$ cat src/rtl/aes_shift_rows_stage.sv
// rtl/aes_shift_rows_stage.sv - registered ShiftRows/InvShiftRows stage with two-entry skid buffer
// Row rotation is applied before storage so both entries already hold shifted state.
module aes_shift_rows_stage #(
  parameter int ROUND_W        = 4,
  parameter int LAST_ROUND     = 10,
  parameter int CNT_W          = 16,
  parameter int AES_BLOCK_SIZE = 128
) (
  input  logic                      clk,
  input  logic                      rst,
  input  logic                      in_valid,
  output logic                      in_ready,
  input  logic                      in_enc,
  input  logic [ROUND_W-1:0]        in_round,
  input  logic [AES_BLOCK_SIZE-1:0] in_block,
  output logic                      out_valid,
  input  logic                      out_ready,
  output logic                      out_enc,
  output logic [ROUND_W-1:0]        out_round,
  output logic                      out_last,
  output logic [AES_BLOCK_SIZE-1:0] out_block,
  output logic [CNT_W-1:0]          out_count
);

  // Byte k sits at row k%4, column k/4; each row r rotates by r columns.
  function automatic logic [AES_BLOCK_SIZE-1:0] shift_rows(
    input logic [AES_BLOCK_SIZE-1:0] blk,
    input logic                      enc
  );
    logic [AES_BLOCK_SIZE-1:0] res;
    int src_c;
    res = '0;
    for (int r = 0; r < 4; r++) begin
      for (int c = 0; c < 4; c++) begin
        src_c = enc ? ((c + r) % 4) : ((c - r + 4) % 4);
        res[8*(r+4*c) +: 8] = blk[8*(r+4*src_c) +: 8];
      end
    end
    return res;
  endfunction

  logic                      main_valid;
  logic                      main_enc;
  logic [ROUND_W-1:0]        main_round;
  logic                      main_last;
  logic [AES_BLOCK_SIZE-1:0] main_block;

  logic                      skid_valid;
  logic                      skid_enc;
  logic [ROUND_W-1:0]        skid_round;
  logic                      skid_last;
  logic [AES_BLOCK_SIZE-1:0] skid_block;

  logic [CNT_W-1:0]          count;

  logic                      acc;
  logic                      drn;
  logic [AES_BLOCK_SIZE-1:0] shifted;
  logic                      in_last;

  assign in_ready = ~skid_valid;
  assign acc      = in_valid & in_ready;
  assign drn      = main_valid & out_ready;
  assign shifted  = shift_rows(in_block, in_enc);
  assign in_last  = (in_round == ROUND_W'(LAST_ROUND));

  always_ff @(posedge clk or posedge rst) begin
    if (rst) begin
      main_valid <= 1'b0;
      main_enc   <= 1'b0;
      main_round <= '0;
      main_last  <= 1'b0;
      main_block <= '0;
      skid_valid <= 1'b0;
      skid_enc   <= 1'b0;
      skid_round <= '0;
      skid_last  <= 1'b0;
      skid_block <= '0;
    end else if (!main_valid || drn) begin
      // main is free this cycle; skid has priority to keep order
      if (skid_valid) begin
        main_valid <= 1'b1;
        main_enc   <= skid_enc;
        main_round <= skid_round;
        main_last  <= skid_last;
        main_block <= skid_block;
        skid_valid <= 1'b0;
      end else if (acc) begin
        main_valid <= 1'b1;
        main_enc   <= in_enc;
        main_round <= in_round;
        main_last  <= in_last;
        main_block <= shifted;
      end else begin
        main_valid <= 1'b0;
      end
    end else if (acc) begin
      skid_valid <= 1'b1;
      skid_enc   <= in_enc;
      skid_round <= in_round;
      skid_last  <= in_last;
      skid_block <= shifted;
    end
  end

  always_ff @(posedge clk or posedge rst) begin
    if (rst) begin
      count <= '0;
    end else if (drn) begin
      count <= count + 1'b1;
    end
  end

  assign out_valid = main_valid;
  assign out_enc   = main_enc;
  assign out_round = main_round;
  assign out_last  = main_last;
  assign out_block = main_block;
  assign out_count = count;

endmodule

$ cat config.mk
export PLATFORM = sky130hd
export DESIGN_NAME = aes_shift_rows_stage
export DESIGN_NICKNAME = d
export VERILOG_FILES = /design/src/rtl/aes_shift_rows_stage.sv
export SDC_FILE = /design/constraint.sdc
export NUM_CORES = 1
export LEC_CHECK = 0
export CAP_MARGIN = 25
export CORE_AREA = 2 2 163 165
export DETAILED_ROUTE_END_ITERATION = 6
export DIE_AREA = 0 0 165 167
export PLACE_DENSITY = 0.79
export RECOVER_POWER = 100
export SLEW_MARGIN = 10
export SYNTH_ARGS = -nofsm -noshare
export SYNTH_HDL_FRONTEND = slang
export SYNTH_SLANG_ARGS = --single-unit
$ cat constraint.sdc
create_clock -name clk -period 20.4 [get_ports clk]
set_input_delay 4.08 -clock clk [delete_from_list [all_inputs] [get_ports clk]]
set_output_delay 4.08 -clock clk [all_outputs]
set_load 0.02 [all_outputs]
* After elaboration in Yosys (flattened, before gate mapping)
Index checks and enable logic that the tools add are counted.
W data, S select, Z words.
** Operators by class
- Add/sub/neg operators :: 9
- $mul :: 0
- Div/mod/pow operators :: 0
- Magnitude comparators :: 0
- Eq/ne operators :: 1
- Shift operators :: 8
- Mux-type cells :: 16
- Bitwise logic cells :: 4
- Reduce and logical (&&, ||, !) cells :: 6
** Operator list (count)
- $shiftx A128 B9 Y8 :: 5
- $shiftx A128 B32 Y8 :: 3
- $mux W128 :: 2
- $add A2 B29 Y29 const A :: 3
- $add A2 B4 Y5 const A :: 4
- $add A16 B1 Y16 const B :: 1
- $mux W1 :: 8
- $mux W2 :: 4
- $mux W4 :: 2
- $add A1 B4 Y5 const A :: 1
- $eq A4 B4 Y1 const B :: 1
- $reduce_and A2 Y1 :: 2
- $reduce_bool A2 Y1 :: 2
- $and A1 B1 Y1 :: 2
- $not A1 Y1 :: 2
- $logic_not A1 Y1 :: 1
- $logic_or A1 B1 Y1 :: 1
** Word-level totals
- Flip-flop bits (word level) :: 286
- Bits in latches :: 0
- Memory bits (writable) :: 0
- Memory bits (read-only) :: 0
- Bits of input ports :: 137
- Output and inout bits :: 152
- Word-level logic and storage cells :: 55
- Memories :: 0

* Logic depth before layout (Yosys ltp)
Gate-level depths: netlist of run 1.
- Depth in word-level cells :: 5
- Depth in mapped cells :: 7
- Gate-level depth less buffers :: 5

* Worst setup path before layout of run 1
OpenSTA, ideal clock, no wires.
- Path kind :: input-to-reg
- Start point :: input out_ready
- End point :: register skid_block[0]
- Setup time :: 0.125 ns
- Arrival time :: 5.059 ns
- Required time :: 20.275 ns
- Slack :: 15.216 ns
- Stages on the path :: 5
- Path buffers :: 2
- Path through :: nand2b_4 -> nor3b_2 -> buf_6 -> buf_6 -> mux2_2
** On the way
- Word-level cells in the longest chain between the ends :: 4
** Ends and longest elaborated chain
- start, declared :: RTL line 17 : input logic out_ready,
- $and A1 B1 Y1 :: RTL line 63 : assign drn = main_valid & out_ready;
- $logic_or A1 B1 Y1 :: RTL line 79 : end else if (!main_valid || drn) begin
- $not A1 Y1 (no line)
- $reduce_and A2 Y1 (no line)
- end signal, assigned :: RTL line 102 : skid_block <= shifted;
- end, declared :: RTL line 52 : logic [AES_BLOCK_SIZE-1:0] skid_block;
Every way passes these cells.
A chain may end at the register's enable or synchronous reset.

* Final worst setup path of run 1
- Start point :: input out_ready
- End point :: register skid_block[96]
Same word-level chain as after synthesis.

==> reports/results.ini, run 1 <==
[worst_hold_path]
hp-class=flop to flop
hold_depth=2

[detailed_routing]
ant_nets=0
drt_wl_total_um=29790
vias_per_cell=5.184
drtIter0Drc=668
drc_errors=0
drt_first_pass_iters=5
wl_per_cell_um=16.89
vias=9144

[finish]
final_nets=1542
fin_cells=1764
layout-drive-gt1-share_pct=13.03
area_growth_pct=31.20
fillerInstances=2015
final_core_util_pct=64.80

[placement]
numPortBuffers=288
gp_congestion=0.7964
dp.cells=1701
hpwl_um=19300

[setup_path]
critical_path.top_delay_family=buffers and inverters
critical_path_arrival_ps=12850
crit_type=primary input to flop
cp.depth=5
critPathMaxStageDelay_ps=6420
crit_chain=dlygate4sd3_1 > nand2b_1 > nor3b_1 > clkbuf_1 > mux2_2
cp-start-kind=primary input
r2r_cells=3
endpoint_kind=flop
cp_slowest_cell=clkbuf_1
crit_path_max_fanout=172
cp.required_ps=20850
critPathBufInv=2
rrSetupSlack_ps=11160

[sta]
fin_setup_tns_ps=0
max_slew_margin_pct=-518.1
hold_viol_final=0
fin_crit_ps=12400
slew_viol_final=645
setup_viol=0
rsz0062_at_grt=false
min_period_over_period_pct=60.76
clock_skew_ps=7.143
max_freq_mhz=80.67
worstMarginPinSlew_ps=9272

[run]
drv_cap=8

[logic_synthesis]
synthArstFlopShare_pct=100.0
yosysMostFrequentCell=dfrtp_1
synth_edf_count=0
syn_area_per_cell_um2=11.05
ys_warn_count=0
yosysUniqueCellTypes=30
syn_area_um2=12720
synth_top_area_cell=dfrtp_1
synthCells=1151
yosysTopAreaCellShare_pct=56.25
ys_seq_area_share_pct=56.25
syn-num-nets=1289
synth_commonest_cells=dfrtp_1, nand2_1, nor2_1, mux2i_1, o21ai_0
ys_seq_elements=286
synth_ff_type=dfrtp_1
synthTopCellsByArea=dfrtp_1, mux2i_1, mux2_2

[clock_tree]
cts_setup_buffers=0
cts_made_buffers=31
clock_path_buffers=3
worst_skew_pair.late_latency_ps=550
cts_resized=0
cts.sinks=286
postCtsHoldBufs=0
clk_pin_slew_ps=60
cts_htree_levels=1
tritoncts=done
cts_root_buf=clkbuf_16

[global_routing]
grt_pass1_vias=9168
grt-ovfl-total=0
grt_util_all_layers_pct=21.58
grt_pass1_wl_um=47930
antenna_found_initial=2
grt_max_degree=173

[floorplan]
die_x_um=165
die_h_um=167
row_count=59
dieArea_um2=27560
pin_count=289
core-area_um2=25760
initial_utilization_pct=49.39

[outcome]
outcome=finished with violations
violations=max-capacitance violations, max-slew violations

[power]
p_per_area_nw_per_um2=107.9
ir_worst_vdd_v=0.00006508
leakagePower_nw=7.295

## tightest hold or removal path: stages (launching register included)
cell,delay [ps]
dfrtp_1,330
nand2_1,40
o21ai_0,60
## per-layer routing
layer | share of wire, % | up-vias | global-route usage (%)
met2 | 46 | 256 | 33.33
met1 | 43 | 4368 | 29.06
met4 | 3.7 | 0 | 8.242
met5 | 0 | - | 0
met3 | 7.8 | 71 | 5.878
li1 | - | 4449 | -
## final cells by class
| class | count | area (um2) | share of cell area (%) |
|---|---|---|---|
| tap | 335 | 419.2 | 2.511 |
| antenna | 2 | 5.005 | 0.02998 |
| clock buffer | 43 | 910.9 | 5.456 |
| timing repair buffer | 302 | 3028 | 18.14 |
| multi-input combinational | 778 | 4949 | 29.64 |
| sequential | 286 | 7157 | 42.87 |
| inverter | 5 | 20.02 | 0.1199 |
| clock inverter | 13 | 205.2 | 1.229 |
## logic make-up after synthesis
group | count (synthesis) | synth area share (%)
AND/OR/NAND/NOR | 294 | 9.214
flip-flops | 286 | 56.25
AO/OA/AOI/OAI | 264 | 12.07
multiplexers | 204 | 16.74
buffers and inverters | 87 | 4.602
XOR/XNOR | 15 | 1.033
adder cells (fa/ha/maj) | 1 | 0.09832
## through the flow
stage	cell area, um2	hold WS (ps)	power [mW]	setup WS [ps]
2_1_floorplan	12720	480.3	1.025	8428
3_3_place_gp	15560	460.7	1.212	13900
3_5_place_dp	15560	469.1	1.229	13790
4_1_cts	16680	482.5	1.837	14290
5_1_grt	16690	494.2	1.901	7370
6_report	16690	469.5	1.802	8004
## registers in the layout (all words and copies together), names as in the netlist
name,cells
skid_round,4
out_block,128
skid_valid,1
out_valid,1
skid_last,1
skid_block,128
out_round,4
out_count,16
skid_enc,1
out_enc,1
out_last,1
## final timing paths
path / start / end
setup / recovery: out_ready / skid_block[96]$_DFFE_PP0P_
hold / removal: out_block[38]$_DFFE_PP0P_ / out_block[38]$_DFFE_PP0P_
setup reg to reg: skid_valid$_DFFE_PP0P_ / skid_block[96]$_DFFE_PP0P_
hold reg to reg: out_block[38]$_DFFE_PP0P_ / out_block[38]$_DFFE_PP0P_
max in group asynchronous: rst / out_round[2]$_DFFE_PP0P_
min in group asynchronous: rst / skid_block[56]$_DFFE_PP0P_
## report_power, final
part / leakage, nW / switching [mW] / internal (mW)
Sequential: 3.42 / 0.0703 / 0.691
Clock: 0.547 / 0.226 / 0.374
Combinational: 3.32 / 0.235 / 0.206
Total: 7.29 / 0.531 / 1.27
## layout by cell type (no fill, tap or decap)
cell,n
nor3_1,1
xnor2_1,9
o21ai_1,2
nor4_1,1
clkinv_2,4
nand2_1,140
clkbuf_1,11
dfrtp_1,286
clkbuf_8,9
inv_1,4
clkinvlp_4,2
buf_16,3
nor3b_1,1
clkdlybuf4s50_1,134
clkbuf_16,31
xor2_1,6
mux2_2,70
buf_4,3
ha_1,1
buf_12,1
a21oi_1,74
nand2b_1,1
dlygate4sd3_1,153
nor2_1,136
nand3_1,7
clkinvlp_2,1
clkinv_4,1
a21oi_2,55
and4_1,1
diode_2,2
inv_8,1
and3_1,1
bufinv_16,5
nand4_1,4
o21ai_0,133
nand4bb_1,1
mux2i_1,134
No activity file was read; power rests on OpenSTA's default activity.
==> inputs of run 2 (changes only) <==
--- a/config.mk
+++ b/config.mk
@@ -6,10 +6,10 @@
 export NUM_CORES = 1
 export LEC_CHECK = 0
 export CAP_MARGIN = 25
-export CORE_AREA = 2 2 163 165
+export CORE_AREA = 2 2 170 172
 export DETAILED_ROUTE_END_ITERATION = 6
-export DIE_AREA = 0 0 165 167
-export PLACE_DENSITY = 0.79
+export DIE_AREA = 0 0 172 174
+export PLACE_DENSITY = 0.76
 export RECOVER_POWER = 100
 export SLEW_MARGIN = 10
 export SYNTH_ARGS = -nofsm -noshare
==> constraint.sdc (replaced) <==
create_clock -name clk -period 10.95 [get_ports clk]
set_input_delay 2.19 -clock clk [delete_from_list [all_inputs] [get_ports clk]]
set_output_delay 2.19 -clock clk [all_outputs]
set_load 0.02 [all_outputs]
==> reports/results.ini, run 2 (same netlist as run 1, synthesis figures left out) <==
[sta]
fin_setup_tns_ps=0  ; unchanged
min_period_over_period_pct=60.50
worstMarginPinSlew_ps=4243  ; -5029 ps
slew_viol_final=275  ; -57%
setup_viol=0  ; unchanged
max_freq_mhz=150.9
clock_skew_ps=9.508  ; +2.365 ps
fin_crit_ps=6625
max_slew_margin_pct=-182.8  ; +340 points
rsz0062_at_grt=false
hold_viol_final=0  ; unchanged

[global_routing]
grt_pass1_vias=9016  ; -1.7%
antenna_found_initial=2  ; unchanged
grt_util_all_layers_pct=20.12  ; -1.5 points
grt_pass1_wl_um=48360  ; +0.88%
grt_max_degree=196  ; +13%
grt-ovfl-total=0  ; unchanged

[setup_path]
cp_slowest_cell=clkbuf_2
critPathBufInv=2  ; unchanged
crit_type=primary input to flop
crit_chain=dlygate4sd3_1 > nand2b_1 > nor3b_1 > clkbuf_2 > mux2_2
endpoint_kind=flop
cp-start-kind=primary input
critical_path_arrival_ps=7100  ; -5750 ps
critical_path.top_delay_family=buffers and inverters
cp.required_ps=11430  ; -9420 ps
critPathMaxStageDelay_ps=2870  ; -3550 ps
crit_path_max_fanout=170  ; -1.2%

[floorplan]
initial_utilization_pct=45.06  ; -4.3 points
dieArea_um2=29930  ; +8.6%
die_x_um=172  ; +4.2%
pin_count=289  ; unchanged
row_count=62  ; +5.1%
core-area_um2=28240  ; +9.6%
die_h_um=174  ; +4.2%

[finish]
layout_commonest_cell=dfrtp_1
area_growth_pct=30.47
layout-drive-gt1-share_pct=12.89  ; -0.15 points
design_area_um2=16600  ; -0.56%
layout_common_cells=dfrtp_1, dlygate4sd3_1, nand2_1
final_nets=1537  ; -0.32%

[outcome]
outcome=finished with violations
violations=max-capacitance violations, max-slew violations

[power]
sw_frac_of_total_pct=30.49  ; +1.0 points
combPwrFrac_pct=25.2  ; +0.7 points
p_per_area_nw_per_um2=195.0  ; +81%
total_power_mw=3.237  ; +80%
ir_worst_vdd_v=0.0001282  ; +97%
p_clk_share_pct=31.1  ; -2.2 points
leakagePower_nw=7.229  ; -0.90%
p_int_mw=2.250  ; +77%
seqPwrFrac_pct=43.7  ; +1.5 points
p_switching_mw=0.9870  ; +86%

[placement]
numPortBuffers=288  ; unchanged
gp_congestion=0.7778  ; -2.3%
hpwl_um=19980  ; +3.5%
placed_area_um2=15650  ; +0.59%

[detailed_routing]
vias_per_cell=5.065  ; -2.3%
drt_wl_total_um=30500  ; +2.4%
drc_errors=0  ; unchanged
ant_nets=0  ; unchanged
vias=9148  ; +0.044%
drtIter0Drc=507  ; -24%
drt_first_pass_iters=5  ; unchanged
wl_per_cell_um=16.89  ; about the same

[run]
drv_cap=4  ; -4

[clock_tree]
worst_skew_pair.late_latency_ps=550  ; about the same
clock_path_buffers=3  ; unchanged
clk_pin_slew_ps=60  ; about the same
cts_resized=0  ; unchanged
cts_made_buffers=31  ; unchanged
postCtsHoldBufs=0  ; unchanged
tritoncts=done
cts_setup_buffers=0  ; unchanged
cts_root_buf=clkbuf_16
cts.sinks=286  ; unchanged
cts_htree_levels=1  ; unchanged

[worst_hold_path]
hp-class=flop to flop

## run 2: worst paths after layout
| check | start | end | slack, ps | cells past startpoint |
|---|---|---|---|---|
| worst min register to register | out_count[15]$_DFFE_PP0P_ | out_count[15]$_DFFE_PP0P_ | 460 | 1 |
| worst max register to register | skid_valid$_DFFE_PP0P_ | skid_block[97]$_DFFE_PP0P_ | 5540 | 4 |
| worst min-delay path | out_count[15]$_DFFE_PP0P_ | out_count[15]$_DFFE_PP0P_ | 460 | 1 |
| min in group asynchronous | rst | out_block[46]$_DFFE_PP0P_ | 2810 | 2 |
| max in group asynchronous | rst | out_block[87]$_DFFE_PP0P_ | 6130 | 4 |
| worst max-delay path | out_ready | skid_block[97]$_DFFE_PP0P_ | 4330 | 5 |
## run 2: power groups by stage
stage / Combinational [mW] / Clock, mW / Sequential, mW
4_1_cts: 0.867 / 1.04 / 1.42
6_report: 0.815 / 1.01 / 1.41
2_1_floorplan: 0.361 / 0 / 1.55
5_1_grt: 0.889 / 1.08 / 1.44
3_3_place_gp: 0.841 / 0 / 1.42
3_5_place_dp: 0.864 / 0 / 1.44
## run 2: stage by stage
stage	hold slack [ps]	setup WS (ps)	util [%]	instances
6_report	462.0	4325	58.79	1806
3_3_place_gp	460.6	5172	55.34	1747
5_1_grt	488.7	4003	58.79	1806
3_5_place_dp	466.1	5582	55.43	1748
2_1_floorplan	480.3	867.7	-	1151
4_1_cts	473.8	6187	58.92	1802
## run 2: layout make-up
type,count,area (um2)
Fill cell,2386,11640
Sequential cell,286,7161
Multi-Input combinational cell,778,4945
Timing Repair Buffer,297,3003
Clock buffer,44,904.6
Tap cell,384,480.5
Clock inverter,10,81.33
Inverter,5,20.02
Antenna cell,2,5.005
## run 2: layer usage
metal | wire length [um] | global-route usage (%)
met5 | 0 | 0
met4 | 1047 | 7.283
met3 | 1993 | 4.781
met2 | 13850 | 30.86
met1 | 13610 | 27.95
